## src/rtl/bcd_pkg.sv

```systemverilog
// Shared constants, types and elaboration helpers for the binary-to-BCD converter.
// Latency: n/a (compile-time only).
// Backpressure: n/a.
package bcd_pkg;

  localparam int BCD_DIGIT_W = 4;

  typedef enum logic {
    ST_IDLE  = 1'b0,
    ST_SHIFT = 1'b1
  } state_e;

  // Smallest r with 2**r >= value.
  function automatic int clog2(input int value);
    int r;
    r = 0;
    for (int i = 0; i < 40; i++) begin
      if ((longint'(1) << r) < longint'(value)) r++;
    end
    return r;
  endfunction

  // Decimal digits needed for any w-bit unsigned value, i.e. ceil(w*log10(2)):
  // the smallest d with 10**d >= 2**w.
  function automatic int min_digits(input int w);
    longint unsigned lim;
    longint unsigned p;
    int              d;
    lim = 64'd1 << w;
    p   = 64'd1;
    d   = 0;
    for (int i = 0; i < 40; i++) begin
      if (p < lim) begin
        p = p * 64'd10;
        d++;
      end
    end
    return d;
  endfunction

endpackage

```

## src/rtl/bin_to_bcd_seq_if.sv

```systemverilog
// Start/operand/result bundle between a requester and the BCD converter.
// Latency: n/a (wires only).
// Backpressure: none; the requester watches EN_conv/ok_conv.
interface bin_to_bcd_seq_if #(
  parameter int W  = 16,
  parameter int D  = 5,
  parameter int CW = 5
);
  logic             st;
  logic [W-1:0]     FBI;
  logic             sgn;
  logic [4*D-1:0]   FDO;
  logic             neg;
  logic [CW-1:0]    cb_tact;
  logic             EN_conv;
  logic             ok_conv;

  modport master (
    output st, FBI, sgn,
    input  FDO, neg, cb_tact, EN_conv, ok_conv
  );

  modport slave (
    input  st, FBI, sgn,
    output FDO, neg, cb_tact, EN_conv, ok_conv
  );
endinterface

```

## src/rtl/bcd_add3_digit.sv

```systemverilog
// Double-dabble digit correction: adds 3 to a BCD digit that is 5 or more.
// Latency: combinational.
// Backpressure: n/a.
module bcd_add3_digit (
  input  logic [3:0] din,
  output logic [3:0] dout
);

  // A digit >= 5 would reach >= 10 after the next shift, so pre-correct it.
  always_comb begin
    dout = din;
    if (din >= 4'd5) dout = din + 4'd3;
  end

endmodule

```

## src/rtl/bin_to_bcd_seq.sv

```systemverilog
// Sequential double-dabble converter: signed/unsigned W-bit binary to D BCD digits plus sign.
// Latency: ok_conv high W+1 cycles after the cycle st is captured; one conversion per W+1 cycles.
// Backpressure: none; st is ignored while EN_conv=1 and is accepted again in the ok_conv cycle.
module bin_to_bcd_seq
  import bcd_pkg::*;
#(
  parameter int W  = 16,
  parameter int D  = 5,
  parameter int CW = clog2(W + 1)
) (
  input  logic              clk,
  input  logic              rst,
  bin_to_bcd_seq_if.slave   bus
);

  localparam int AW = BCD_DIGIT_W * D;

  if (W < 4 || W > 32) begin : g_bad_w
    $error("bin_to_bcd_seq: W must be in 4..32");
  end
  if (D < min_digits(W)) begin : g_bad_d
    $error("bin_to_bcd_seq: D too small to hold every W-bit magnitude");
  end
  if (CW < clog2(W + 1)) begin : g_bad_cw
    $error("bin_to_bcd_seq: CW too narrow to count to W");
  end

  state_e          state_q,    state_d;
  logic [W-1:0]    mag_q,      mag_d;
  logic [AW-1:0]   acc_q,      acc_d;
  logic [CW-1:0]   cb_tact_q,  cb_tact_d;
  logic            neg_cand_q, neg_cand_d;
  logic [AW-1:0]   fdo_q,      fdo_d;
  logic            neg_q,      neg_d;
  logic            en_conv_q,  en_conv_d;
  logic            ok_conv_q,  ok_conv_d;

  logic [AW-1:0]   acc_corr;
  logic [AW+W-1:0] shift_vec;

  for (genvar g = 0; g < D; g++) begin : g_digit
    bcd_add3_digit u_add3 (
      .din  (acc_q   [g*BCD_DIGIT_W +: BCD_DIGIT_W]),
      .dout (acc_corr[g*BCD_DIGIT_W +: BCD_DIGIT_W])
    );
  end

  // The corrected accumulator and the remaining magnitude shift as one register.
  assign shift_vec = {acc_corr, mag_q} << 1;

  // Next-state: capture in IDLE, one double-dabble step per SHIFT cycle, publish on the last step.
  always_comb begin
    state_d    = state_q;
    mag_d      = mag_q;
    acc_d      = acc_q;
    cb_tact_d  = cb_tact_q;
    neg_cand_d = neg_cand_q;
    fdo_d      = fdo_q;
    neg_d      = neg_q;
    en_conv_d  = en_conv_q;
    ok_conv_d  = 1'b0;

    case (state_q)
      ST_IDLE: begin
        if (bus.st) begin
          // Two's-complement negate also maps the most negative value onto its own magnitude.
          mag_d      = (bus.sgn && bus.FBI[W-1]) ? (~bus.FBI + W'(1)) : bus.FBI;
          neg_cand_d = bus.sgn & bus.FBI[W-1];
          acc_d      = '0;
          cb_tact_d  = '0;
          en_conv_d  = 1'b1;
          state_d    = ST_SHIFT;
        end
      end
      ST_SHIFT: begin
        acc_d     = shift_vec[AW+W-1:W];
        mag_d     = shift_vec[W-1:0];
        cb_tact_d = cb_tact_q + CW'(1);
        if (cb_tact_q == CW'(W - 1)) begin
          fdo_d     = shift_vec[AW+W-1:W];
          neg_d     = neg_cand_q;
          ok_conv_d = 1'b1;
          en_conv_d = 1'b0;
          state_d   = ST_IDLE;
        end
      end
      default: state_d = ST_IDLE;
    endcase
  end

  // State register; reset wins over any start or in-flight conversion.
  always_ff @(posedge clk) begin
    if (rst) begin
      state_q    <= ST_IDLE;
      mag_q      <= '0;
      acc_q      <= '0;
      cb_tact_q  <= '0;
      neg_cand_q <= 1'b0;
      fdo_q      <= '0;
      neg_q      <= 1'b0;
      en_conv_q  <= 1'b0;
      ok_conv_q  <= 1'b0;
    end else begin
      state_q    <= state_d;
      mag_q      <= mag_d;
      acc_q      <= acc_d;
      cb_tact_q  <= cb_tact_d;
      neg_cand_q <= neg_cand_d;
      fdo_q      <= fdo_d;
      neg_q      <= neg_d;
      en_conv_q  <= en_conv_d;
      ok_conv_q  <= ok_conv_d;
    end
  end

  assign bus.FDO     = fdo_q;
  assign bus.neg     = neg_q;
  assign bus.cb_tact = cb_tact_q;
  assign bus.EN_conv = en_conv_q;
  assign bus.ok_conv = ok_conv_q;

endmodule

```

## src/flat_wrapper.sv

```systemverilog
// flat-port wrapper written by rule: the top's interface ports become plain ports
module bin_to_bcd_seq_flat import bcd_pkg::*;
#(
  parameter int W  = 16,
  parameter int D  = 5,
  parameter int CW = clog2(W + 1)
)
  (clk, rst, bus_st, bus_FBI, bus_sgn, bus_FDO, bus_neg, bus_cb_tact, bus_EN_conv, bus_ok_conv);
  bin_to_bcd_seq_if #(.W(W), .D(D), .CW(CW)) bus_i ();
  input  logic clk;
  input  logic rst;
  input wire logic [$bits(bus_i.st)-1:0] bus_st;
  input wire logic [$bits(bus_i.FBI)-1:0] bus_FBI;
  input wire logic [$bits(bus_i.sgn)-1:0] bus_sgn;
  output wire logic [$bits(bus_i.FDO)-1:0] bus_FDO;
  output wire logic [$bits(bus_i.neg)-1:0] bus_neg;
  output wire logic [$bits(bus_i.cb_tact)-1:0] bus_cb_tact;
  output wire logic [$bits(bus_i.EN_conv)-1:0] bus_EN_conv;
  output wire logic [$bits(bus_i.ok_conv)-1:0] bus_ok_conv;
  assign bus_i.st = bus_st;
  assign bus_i.FBI = bus_FBI;
  assign bus_i.sgn = bus_sgn;
  assign bus_FDO = bus_i.FDO;
  assign bus_neg = bus_i.neg;
  assign bus_cb_tact = bus_i.cb_tact;
  assign bus_EN_conv = bus_i.EN_conv;
  assign bus_ok_conv = bus_i.ok_conv;
  bin_to_bcd_seq #(.W(W), .D(D), .CW(CW)) u_core (.clk(clk), .rst(rst), .bus(bus_i));
endmodule
```

## config.mk

```make
export PLATFORM = sky130hd
export DESIGN_NAME = bin_to_bcd_seq_flat
export DESIGN_NICKNAME = d
export VERILOG_FILES = /design/src/rtl/bcd_pkg.sv /design/src/rtl/bin_to_bcd_seq_if.sv /design/src/rtl/bcd_add3_digit.sv /design/src/rtl/bin_to_bcd_seq.sv /design/src/flat_wrapper.sv
export SDC_FILE = /design/constraint.sdc
export NUM_CORES = 1
export LEC_CHECK = 0
export CAP_MARGIN = 0
export CORE_MARGIN = 8
export CORE_UTILIZATION = 35
export CTS_CLUSTER_DIAMETER = 80
export DETAILED_ROUTE_END_ITERATION = 8
export GPL_ROUTABILITY_DRIVEN = 0
export GPL_TIMING_DRIVEN = 0
export PLACE_DENSITY = 0.61
export SYNTH_ARGS = -nofsm -noshare
export SYNTH_HDL_FRONTEND = slang
export SYNTH_SLANG_ARGS = --single-unit
```

## constraint.sdc

```tcl
create_clock -name clk -period 2.2 [get_ports clk]
set_input_delay 0.44 -clock clk [delete_from_list [all_inputs] [get_ports clk]]
set_output_delay 0.44 -clock clk [all_outputs]
set_load 0.03 [all_outputs]
```

==> results of run 1 <==
metal layers:
layer | up-vias | global-route usage (%) | share of wire [%]
met5 | - | 0 | 0
met4 | 0 | 5.413 | 1.5
met3 | 12 | 3.270 | 4.2
met2 | 53 | 24.42 | 49
met1 | 1443 | 16.87 | 45
li1 | 1544 | - | -
power by group through the flow:
stage / registers [mW] / clock network (mW) / logic (mW)
2_1_floorplan: 1.26 / 0 / 0.153
3_3_place_gp: 1.26 / 0 / 0.274
3_5_place_dp: 1.26 / 0 / 0.278
4_1_cts: 1.24 / 1.22 / 0.279
5_1_grt: 1.24 / 1.28 / 0.304
6_report: 1.24 / 1.21 / 0.278
per-stage QoR:
stage	worst slack, ps	hold WS (ps)
6_report	182.3	444.1
5_1_grt	12.73	463.2
4_1_cts	130.6	446.8
3_5_place_dp	-30.26	435.9
3_3_place_gp	-10.12	434.0
2_1_floorplan	366.0	431.2
layout make-up:
| cell class | instances | area [µm²] | share of cell area, % |
|---|---|---|---|
| multi-input cells | 285 | 1896 | 44.36 |
| flip-flops and latches | 66 | 1321 | 30.92 |
| repair buffers | 47 | 470.5 | 11.01 |
| well taps | 133 | 166.4 | 3.895 |
| clock buffers | 12 | 165.2 | 3.865 |
| plain buffers | 23 | 106.4 | 2.489 |
| inverters | 20 | 75.07 | 1.757 |
| clock inverters | 4 | 72.57 | 1.698 |
cells in the final DEF (no fill, tap or decap), types with 12 or more instances in the layout:
master and count:
sky130_fd_sc_hd__a21oi_1 37, sky130_fd_sc_hd__clkbuf_8 12, sky130_fd_sc_hd__nand2_1 33, sky130_fd_sc_hd__nor3_1 14, sky130_fd_sc_hd__inv_1 20, sky130_fd_sc_hd__ha_1 13, sky130_fd_sc_hd__clkdlybuf4s50_1 47, sky130_fd_sc_hd__nor2_1 18
sky130_fd_sc_hd__dfxtp_1 66, sky130_fd_sc_hd__o21ai_0 33, sky130_fd_sc_hd__nor3b_1 19
worst register-to-register path: stages, from the launching register on:
cell and delay (ps):
sky130_fd_sc_hd__dfxtp_1 350, sky130_fd_sc_hd__ha_1 240, sky130_fd_sc_hd__and3_1 190, sky130_fd_sc_hd__ha_1 230
sky130_fd_sc_hd__a21oi_1 440, sky130_fd_sc_hd__clkbuf_2 340, sky130_fd_sc_hd__nand2_1 80, sky130_fd_sc_hd__o21ai_0 70
synthesized netlist by cell type (3+ instances only):
master                      n
sky130_fd_sc_hd__o22ai_1    3
sky130_fd_sc_hd__or3b_2     3
sky130_fd_sc_hd__and2_1     5
sky130_fd_sc_hd__nand2_1   33
sky130_fd_sc_hd__nand2b_1   7
sky130_fd_sc_hd__nor3b_1   19
sky130_fd_sc_hd__dfxtp_1   66
sky130_fd_sc_hd__nor3_1    14
sky130_fd_sc_hd__or3_1      4
sky130_fd_sc_hd__o21ai_0   33
sky130_fd_sc_hd__a21oi_1   37
sky130_fd_sc_hd__a22o_1     7
sky130_fd_sc_hd__a32o_1     5
sky130_fd_sc_hd__inv_1     20
sky130_fd_sc_hd__o31a_1     3
sky130_fd_sc_hd__nor2_1    18
sky130_fd_sc_hd__nand3_1   11
sky130_fd_sc_hd__xnor2_1   11
sky130_fd_sc_hd__mux2_2     5
sky130_fd_sc_hd__clkbuf_1  13
sky130_fd_sc_hd__mux2i_1    3
sky130_fd_sc_hd__nor2b_1    6
sky130_fd_sc_hd__o21ba_2    3
sky130_fd_sc_hd__buf_2      8
sky130_fd_sc_hd__a41oi_1    3
sky130_fd_sc_hd__o32ai_1    4
sky130_fd_sc_hd__a31oi_1    3
sky130_fd_sc_hd__ha_1      13
worst max path at each step:
stage                                          end  slack [ps]
global placement     u_core.mag_q[15]$_SDFFE_PP0P_         -10
floorplan           u_core.bus.FDO[0]$_SDFFE_PP0P_         370
CTS                 u_core.bus.FDO[0]$_SDFFE_PP0P_         130
detailed placement    u_core.mag_q[5]$_SDFFE_PP0P_         -30
global route        u_core.bus.FDO[7]$_SDFFE_PP0P_          10
finish              u_core.bus.FDO[2]$_SDFFE_PP0P_         180
sequential cells by signal (all words and copies together) (netlist names):
register and cells:
u_core.mag_q 16, u_core.bus.cb_tact 5, u_core.bus.ok_conv 1, u_core.bus.neg 1
u_core.neg_cand_q 1, u_core.state_q 1, u_core.bus.EN_conv 1, u_core.bus.FDO 20
u_core.acc_q 20
logic make-up after synthesis:
kind of cell	count (synthesis)	synth area share [%]
adder cells (fa/ha/maj)	13	4.790
buffers and inverters	43	5.269
XOR/XNOR	12	3.095
AND/OR/NAND/NOR	135	23.07
multiplexers	8	2.542
AO/OA/AOI/OAI	117	22.33
flip-flops	66	38.91
repair_timing:
action | 4_1_cts | 5_1_grt
setup endpoints to repair | 15 | 0
setup buffers | 0 | 0
endpoints found under the hold margin | 0 | 0
resized for setup | 2 | 0
==> impl_metrics.ini, run 1 <==
[power]
p_total_mw = 2.719
p_int_mw = 2.058
static-leakage-power_nw = 1.429
ir_drop_v = 0.0003356
share_seq_of_total_power_pct = 45.4
p_sw_mw = 0.6604
clock_power_share_pct = 44.4
p_comb_share_pct = 10.2
power_density_nw_per_um2 = 636.3
switching_part_of_the_total_power_pct = 24.29

[worst_setup_path]
cp_num_buf_inv = 1
crit_type = register to register
rr_worst_depth = 7
max_fanout_on_critical_path = 10
cp.depth = 7
worst_setup_path_end_kind = register
critical_path.slowest_cell = sky130_fd_sc_hd__a21oi_1
sort_of_element_at_the_start_of_the_critical_path = register
timing.critical_path.arrival_ps = 2290
worstPathRequired_ps = 2470
crit_family = compound AO/OA/AOI/OAI gates
reg2reg_from = u_core.bus.cb_tact[0]$_SDFFE_PP0P_
critical_path.most_common_cell = sky130_fd_sc_hd__ha_1
r2r-end = u_core.bus.FDO[2]$_SDFFE_PP0P_
path_cells = ha_1 > and3_1 > ha_1 > a21oi_1 > clkbuf_2 > nand2_1 > o21ai_0
timing.critical_path.slowest_cell_delay_ps = 440
timing.critical_path.from = u_core.bus.cb_tact[0]$_SDFFE_PP0P_
ff2ff_setup_slack_ps = 180

[logic_synthesis]
ys_warn_count = 0
synth.distinct_cells = 55
synth.ff_latch_count = 66
ys_seq_area_share_pct = 38.91
yosysTopAreaCell = sky130_fd_sc_hd__dfxtp_1
synth_area_um2 = 3396
fraction_of_synthesis_flops_using_an_asynchronous_set_or_reset_pin_pct = 0
synth_area_per_cell_um2 = 8.619
synthesis.nets = 427
synthesis.instances = 394
ys_dominant_reg_cell = sky130_fd_sc_hd__dfxtp_1
synth_area_leaders = sky130_fd_sc_hd__dfxtp_1, sky130_fd_sc_hd__a21oi_1, sky130_fd_sc_hd__o21ai_0
synth.top_cell.area_share_pct = 38.91
edff_count_synth = 0

[timing]
transition_time_at_the_pin_with_the_least_slew_margin_ps = 647.3
post-route-period-util_pct = 91.72
unrepaired_setup_endpoints_after_global_routing = false
fmaxAchievable_ghz = 0.4956
report.final.hold_viol_count = 0
setup_total_negative_slack_ps = 0
final.min_clock_period_ps = 2018
max_slew_margin_pct = 56.69
fin_skew_ps = 6.435
final_slew_viol_count = 0
finalSetupViolCount = 0

[drt]
drc = 0
firstDrtPassIters = 4
routed_via_density = 5.173
initialDrtViolationCount = 147
wl_per_cell_um = 15.31
number_of_antenna_violating_nets_in_the_routed_design = 0
postRouteWirelength_um = 9033
route.vias.total = 3052

[place]
dp_hpwl_um = 6709
place.port_buffers = 47
dpl-instance-area_um2 = 4033
numPlacedInstances = 574

[flow_run]
maxCapViolations = 0

[clock_network]
htree_num_levels = 3
number_of_buffers_on_the_longest_clock_path = 2
clock_tree_from_tritoncts = built
clkTransAtPathRegs_ps = 70
cts_hold_repair.buffers = 0
tritoncts.num_buffers = 9
cts-root-buf = sky130_fd_sc_hd__clkbuf_8
clk-insertion-delay-late_ps = 340
cts_sinks = 66

[global_routing]
antenna_found_initial = 0
grt_util_all_layers_pct = 14.26
maximum_number_of_pins_on_one_net_before_global_route_repair = 12
first_global_vias = 3030
grt_pass1_wl_um = 15010
grt_overflow = 0

[worst_hold_path]
min_to = u_core.bus.FDO[4]$_SDFFE_PP0P_
worstHoldStart = u_core.bus.FDO[4]$_SDFFE_PP0P_
worstHoldPathCells = 2
hold_class = register to register

[cells_and_area]
p_r_area_growth_vs_syn_pct = 25.83
final_core_util_pct = 44.54
final_layout_size_suffix_gt1_share_pct = 10.28
finalNonFillerCells = 590
design.final.nets = 485
postLayoutCellArea_um2 = 4273
insertedDiodeCount = 0
num-fill-cells = 962

[die]
horiz_die_dim_um = 114.5
initial_core_util_pct = 35.39
dieArea_um2 = 13110
design.portCount = 48
core_region_area_um2 = 9594
dieHeight_um = 114.5
rows = 36

[run_status]
status = completed
No activity file was read; power rests on OpenSTA's default activity.
==> inputs of run 2 (changes only) <==
--- a/config.mk
+++ b/config.mk
@@ -6,8 +6,10 @@
 export NUM_CORES = 1
 export LEC_CHECK = 0
 export CAP_MARGIN = 0
-export CORE_MARGIN = 8
+export CORE_ASPECT_RATIO = 0.5
+export CORE_MARGIN = 2
 export CORE_UTILIZATION = 35
+export CTS_BUF_LIST = sky130_fd_sc_hd__clkbuf_8
 export CTS_CLUSTER_DIAMETER = 80
 export DETAILED_ROUTE_END_ITERATION = 8
 export GPL_ROUTABILITY_DRIVEN = 0
==> run 2 against run 1 <==
Against the previous run:
- total power shrank 5.4%
- cell count increased by 0.34%
- largest cell class unchanged
- maximum frequency decreased by 6.3%
- flip-flop and latch count unchanged
==> impl_metrics.ini, run 2 (same netlist as run 1, synthesis figures left out) <==
[power]
static-leakage-power_nw = 1.407
ir_drop_v = 0.0002591
p_total_mw = 2.571
share_seq_of_total_power_pct = 48.0
p_int_mw = 1.907
power_density_nw_per_um2 = 606.4
switching_part_of_the_total_power_pct = 25.81
p_comb_share_pct = 11.0
clock_power_share_pct = 41.0
p_sw_mw = 0.6637

[worst_hold_path]
hold_class = register to register

[global_routing]
maximum_number_of_pins_on_one_net_before_global_route_repair = 12
grt_overflow = 0
grt_pass1_wl_um = 14550
first_global_vias = 2855
antenna_found_initial = 0
grt_util_all_layers_pct = 17.95

[place]
place.port_buffers = 47
dpl-instance-area_um2 = 4035
dp_hpwl_um = 6328

[cells_and_area]
final_layout_size_suffix_gt1_share_pct = 9.628
design.final.nets = 485
insertedDiodeCount = 0
mostFrequentLayoutCell = sky130_fd_sc_hd__dfxtp_1
most_frequent_cells_in_the_layout = sky130_fd_sc_hd__dfxtp_1, sky130_fd_sc_hd__clkdlybuf4s50_1, sky130_fd_sc_hd__a21oi_1
p_r_area_growth_vs_syn_pct = 24.87
postLayoutCellArea_um2 = 4240

[clock_network]
cts_hold_repair.buffers = 0
tritoncts.num_buffers = 9
cts_sinks = 66
cts_post_setup_buffers_inserted = 0
cts-root-buf = sky130_fd_sc_hd__clkbuf_8
clkTransAtPathRegs_ps = 80
htree_num_levels = 3
clock_tree_from_tritoncts = built
clk-insertion-delay-late_ps = 350
cts_resized = 0
number_of_buffers_on_the_longest_clock_path = 2

[worst_setup_path]
worst_setup_path_end_kind = register
path_cells = ha_1 > and3_1 > ha_1 > a21oi_1 > clkbuf_1 > a22o_1
max_fanout_on_critical_path = 10
ff2ff_setup_slack_ps = 50
crit_family = compound AO/OA/AOI/OAI gates
crit_type = register to register
timing.critical_path.slowest_cell_delay_ps = 480
critical_path.most_common_cell = sky130_fd_sc_hd__ha_1
worstPathRequired_ps = 2490
timing.critical_path.arrival_ps = 2440
cp_num_buf_inv = 1
sort_of_element_at_the_start_of_the_critical_path = register
critical_path.slowest_cell = sky130_fd_sc_hd__clkbuf_1

[die]
horiz_die_dim_um = 143.3
initial_core_util_pct = 35.95
design.portCount = 48
dieHeight_um = 73.65
rows = 25
core_region_area_um2 = 9447
dieArea_um2 = 10550

[timing]
unrepaired_setup_endpoints_after_global_routing = true
fmaxAchievable_ghz = 0.4645
final_slew_viol_count = 0
report.final.hold_viol_count = 0
fin_skew_ps = 13.09
max_slew_margin_pct = 51.87
transition_time_at_the_pin_with_the_least_slew_margin_ps = 719.4
finalSetupViolCount = 0
post-route-period-util_pct = 97.85
final.min_clock_period_ps = 2153

[drt]
routed_via_density = 5.149
drc = 0
number_of_antenna_violating_nets_in_the_routed_design = 0
initialDrtViolationCount = 203
wl_per_cell_um = 14.87
firstDrtPassIters = 4
route.vias.total = 3048
postRouteWirelength_um = 8802

[run_status]
status = completed

[flow_run]
maxCapViolations = 0
## run 2: cell count changes in the layout (fill, tap and decap cells not counted)
cell | previous run | this run
sky130_fd_sc_hd__clkbuf_2 | 2 | 0
sky130_fd_sc_hd__bufinv_16 | 2 | 1
sky130_fd_sc_hd__clkinvlp_4 | 1 | 2
sky130_fd_sc_hd__inv_1 | 20 | 21
sky130_fd_sc_hd__clkbuf_1 | 11 | 13
sky130_fd_sc_hd__clkbuf_8 | 12 | 11
## run 2: tightest hold or removal path, stage by stage, from the launching register on
cell                      delay [ps]
sky130_fd_sc_hd__dfxtp_1         320
sky130_fd_sc_hd__nand2_1          50
sky130_fd_sc_hd__nand2_1          40
## run 2: path summary, 6_finish.rpt
| kind | from | end | depth (start not counted) |
|---|---|---|---|
| hold reg to reg | u_core.bus.FDO[8]$_SDFFE_PP0P_ | u_core.bus.FDO[8]$_SDFFE_PP0P_ | 2 |
| hold / removal | u_core.bus.FDO[8]$_SDFFE_PP0P_ | u_core.bus.FDO[8]$_SDFFE_PP0P_ | 2 |
| setup reg to reg | u_core.bus.cb_tact[0]$_SDFFE_PP0P_ | u_core.bus.FDO[0]$_SDFFE_PP0P_ | 6 |
| setup / recovery | u_core.bus.cb_tact[0]$_SDFFE_PP0P_ | u_core.bus.FDO[0]$_SDFFE_PP0P_ | 6 |
## run 2: power groups by stage
stage / clock network (mW) / logic (mW) / registers (mW)
5_1_grt: 1.13 / 0.308 / 1.24
3_5_place_dp: 0 / 0.281 / 1.26
4_1_cts: 1.07 / 0.281 / 1.23
2_1_floorplan: 0 / 0.153 / 1.26
3_3_place_gp: 0 / 0.280 / 1.26
6_report: 1.06 / 0.282 / 1.23
## run 2: per-stage QoR
stage | cells | utilization [%] | hold slack (ps) | setup TNS [ps] | setup slack, ps
2_1_floorplan | 394 | - | 431.2 | 0 | 366.0
3_3_place_gp | 576 | 42.72 | 436.9 | -74.51 | -64.97
3_5_place_dp | 576 | 42.72 | 435.3 | -198.0 | -66.87
4_1_cts | 592 | 44.89 | 447.0 | 0 | 5.195
5_1_grt | 592 | 44.89 | 474.7 | -2366 | -146.0
6_report | 592 | 44.89 | 448.8 | 0 | 47.20
## run 2: area by class of cell
class                   count  area, µm²
fillers                   991       5206
well taps                 135      168.9
plain buffers              23      103.9
clock buffers              11      151.4
clock inverters             5      53.80
repair buffers             47      470.5
flip-flops and latches     66       1321
multi-input cells         285       1896
inverters                  20      75.07
## run 2: metal layers
metal  GRT usage, %  routed length, µm  up-vias  share of wire [%]
li1               -                  -     1544                  -
met1          23.93               4448     1438                 51
met2          29.40               3939       56                 45
met3          4.302                302       10                3.4
met4          5.011                111        0                1.3
met5              0                  0        -                  0
==> inputs of run 3 (changes only) <==
--- a/config.mk
+++ b/config.mk
@@ -17,4 +17,5 @@
 export PLACE_DENSITY = 0.61
 export SYNTH_ARGS = -nofsm -noshare
 export SYNTH_HDL_FRONTEND = slang
+export SYNTH_HIERARCHICAL = 1
 export SYNTH_SLANG_ARGS = --single-unit
==> run 3 against run 2 <==
Against the previous run:
- combinational power down 6%
- first-iteration DRC count down 33%
- flip-flop and latch count unchanged
- hold slack better by 12 ps
- global-route usage down 1.5 points
- core utilization about the same
- wire length down 3.9%
- clock skew down 5.0 ps
- cell count up 1.9%
- via count down 0.62%
- count of clock-buffer cells in the layout down 1
- maximum frequency up 4.3%
- largest cell class unchanged
- largest power group unchanged
==> impl_metrics.ini, run 3 <==
[die]
horiz_die_dim_um = 143.3
rows = 25
dieArea_um2 = 10550
initial_core_util_pct = 35.93
design.portCount = 48
core_region_area_um2 = 9447
dieHeight_um = 73.64

[timing]
report.final.hold_viol_count = 0
transition_time_at_the_pin_with_the_least_slew_margin_ps = 578.8
fin_skew_ps = 8.138
max_slew_margin_pct = 61.41
setup_total_negative_slack_ps = 0
unrepaired_setup_endpoints_after_global_routing = true
final_slew_viol_count = 0
fmaxAchievable_ghz = 0.4844
post-route-period-util_pct = 93.83
finalSetupViolCount = 0
final.min_clock_period_ps = 2064

[logic_synthesis]
synthesis.instances = 406
synth_area_um2 = 3395
synth_area_per_cell_um2 = 8.361
synthesis.nets = 439
ys_warn_count = 6

[clock_network]
clock_tree_from_tritoncts = built
clk-insertion-delay-late_ps = 340
htree_num_levels = 3
tritoncts.num_buffers = 9
cts_hold_repair.buffers = 0
number_of_buffers_on_the_longest_clock_path = 2
cts_post_setup_buffers_inserted = 0
cts-root-buf = sky130_fd_sc_hd__clkbuf_8
clkTransAtPathRegs_ps = 80
cts_sinks = 66

[global_routing]
first_global_vias = 2745
grt_pass1_wl_um = 13700
maximum_number_of_pins_on_one_net_before_global_route_repair = 13
grt_util_all_layers_pct = 16.45
antenna_found_initial = 0
grt_overflow = 0

[drt]
initialDrtViolationCount = 137
wl_per_cell_um = 14.02
firstDrtPassIters = 4
routed_via_density = 5.023
drc = 0
postRouteWirelength_um = 8457
route.vias.total = 3029
number_of_antenna_violating_nets_in_the_routed_design = 0

[worst_setup_path]
rr_worst_depth = 6
ff2ff_setup_slack_ps = 280
r2r-end = u_core/bus.EN_conv$_SDFFE_PP0P_
worstPathRequired_ps = 2430
timing.critical_path.arrival_ps = 2290
worst_setup_path_end_kind = register
reg2reg_from = u_core/bus.cb_tact[0]$_SDFFE_PP0P_
crit_type = primary input to register
sort_of_element_at_the_start_of_the_critical_path = primary input
max_fanout_on_critical_path = 7

[power]
static-leakage-power_nw = 1.554
power_density_nw_per_um2 = 597.6
ir_drop_v = 0.0002124

[worst_hold_path]
min_to = u_core/mag_q[2]$_SDFFE_PP0P_
worstHoldPathCells = 2
hold_class = register to register
worstHoldStart = u_core/mag_q[1]$_SDFFE_PP0P_

[cells_and_area]
mostFrequentLayoutCell = sky130_fd_sc_hd__dfxtp_1
final_core_util_pct = 44.91
final_layout_size_suffix_gt1_share_pct = 7.051
p_r_area_growth_vs_syn_pct = 24.99
insertedDiodeCount = 0
most_frequent_cells_in_the_layout = sky130_fd_sc_hd__dfxtp_1, sky130_fd_sc_hd__clkdlybuf4s50_1, sky130_fd_sc_hd__nor2_1
finalNonFillerCells = 603
design.final.nets = 496
postLayoutCellArea_um2 = 4243

[flow_run]
maxCapViolations = 0

[place]
dpl-instance-area_um2 = 4024
numPlacedInstances = 587
place.port_buffers = 46
dp_hpwl_um = 6167

[run_status]
status = completed
run 3: changes by cell type in the layout (fill, tap and decap cells not counted), moves of 5 or more:
cell | previous run | this run
sky130_fd_sc_hd__buf_2 | 8 | 2
sky130_fd_sc_hd__nor3_1 | 14 | 7
sky130_fd_sc_hd__nor2_1 | 18 | 42
sky130_fd_sc_hd__o21ai_0 | 33 | 17
sky130_fd_sc_hd__mux2i_1 | 3 | 8
sky130_fd_sc_hd__mux2_2 | 5 | 0
sky130_fd_sc_hd__nor3b_1 | 19 | 29
sky130_fd_sc_hd__nand3_1 | 11 | 2
sky130_fd_sc_hd__a21oi_2 | 0 | 5
sky130_fd_sc_hd__a22o_1 | 7 | 21
run 3: per-layer routing:
layer	vias to the layer above	track usage [%]	wire length, µm
li1	1563	-	-
met3	5	3.781	265
met2	49	25.94	3631
met4	0	4.575	51
met1	1412	22.78	4507
met5	-	0	0
run 3: power by group:
group | internal (mW) | total (mW) | switching (mW) | leakage, nW
sequential | 1.22 | 1.23 | 0.0142 | 0.535
clock | 0.553 | 1.04 | 0.485 | 0.0945
combinational | 0.0997 | 0.264 | 0.164 | 0.924
run 3: how the worst max path moves through the flow:
stage | start | endpoint | depth (start not counted)
6_report | bus_FBI[2] | u_core/mag_q[12]$_SDFFE_PP0P_ | 6
5_1_grt | bus_FBI[2] | u_core/mag_q[8]$_SDFFE_PP0P_ | 6
4_1_cts | bus_FBI[0] | u_core/mag_q[4]$_SDFFE_PP0P_ | 7
3_5_place_dp | bus_FBI[0] | u_core/mag_q[4]$_SDFFE_PP0P_ | 7
3_3_place_gp | bus_FBI[0] | u_core/mag_q[4]$_SDFFE_PP0P_ | 7
2_1_floorplan | u_core/bus.cb_tact[0]$_SDFFE_PP0P_ | u_core/bus.EN_conv$_SDFFE_PP0P_ | 6
run 3: final cells by class:
cell class	count	area, µm²
Buffer	28	112.6
Clock buffer	10	137.6
Clock inverter	6	66.31
Fill cell	966	5204
Inverter	17	63.81
Multi-Input combinational cell	295	1907
Sequential cell	66	1321
Tap cell	135	168.9
Timing Repair Buffer	46	465.4
run 3: what timing repair did:
action,CTS,global route
endpoints found under the setup margin,0,19
gates resized for setup,0,8
endpoints found under the hold margin,0,0
run 3: through the flow:
step	hold slack (ps)	worst slack, ps	total power, mW
after CTS	456.7	23.15	2.569
after global placement	442.8	-351.9	1.521
after floorplan	425.7	353.4	1.411
final	460.5	135.8	2.536
after detailed placement	446.4	-351.0	1.522
after global routing	471.7	-11.90	2.639
run 3: critical path, cell delays in order:
cell and delay [ps]:
sky130_fd_sc_hd__clkdlybuf4s50_1 520, sky130_fd_sc_hd__or4_1 500, sky130_fd_sc_hd__clkbuf_2 180, sky130_fd_sc_hd__or4_1 410, sky130_fd_sc_hd__mux2i_1 140, sky130_fd_sc_hd__o21ai_0 100
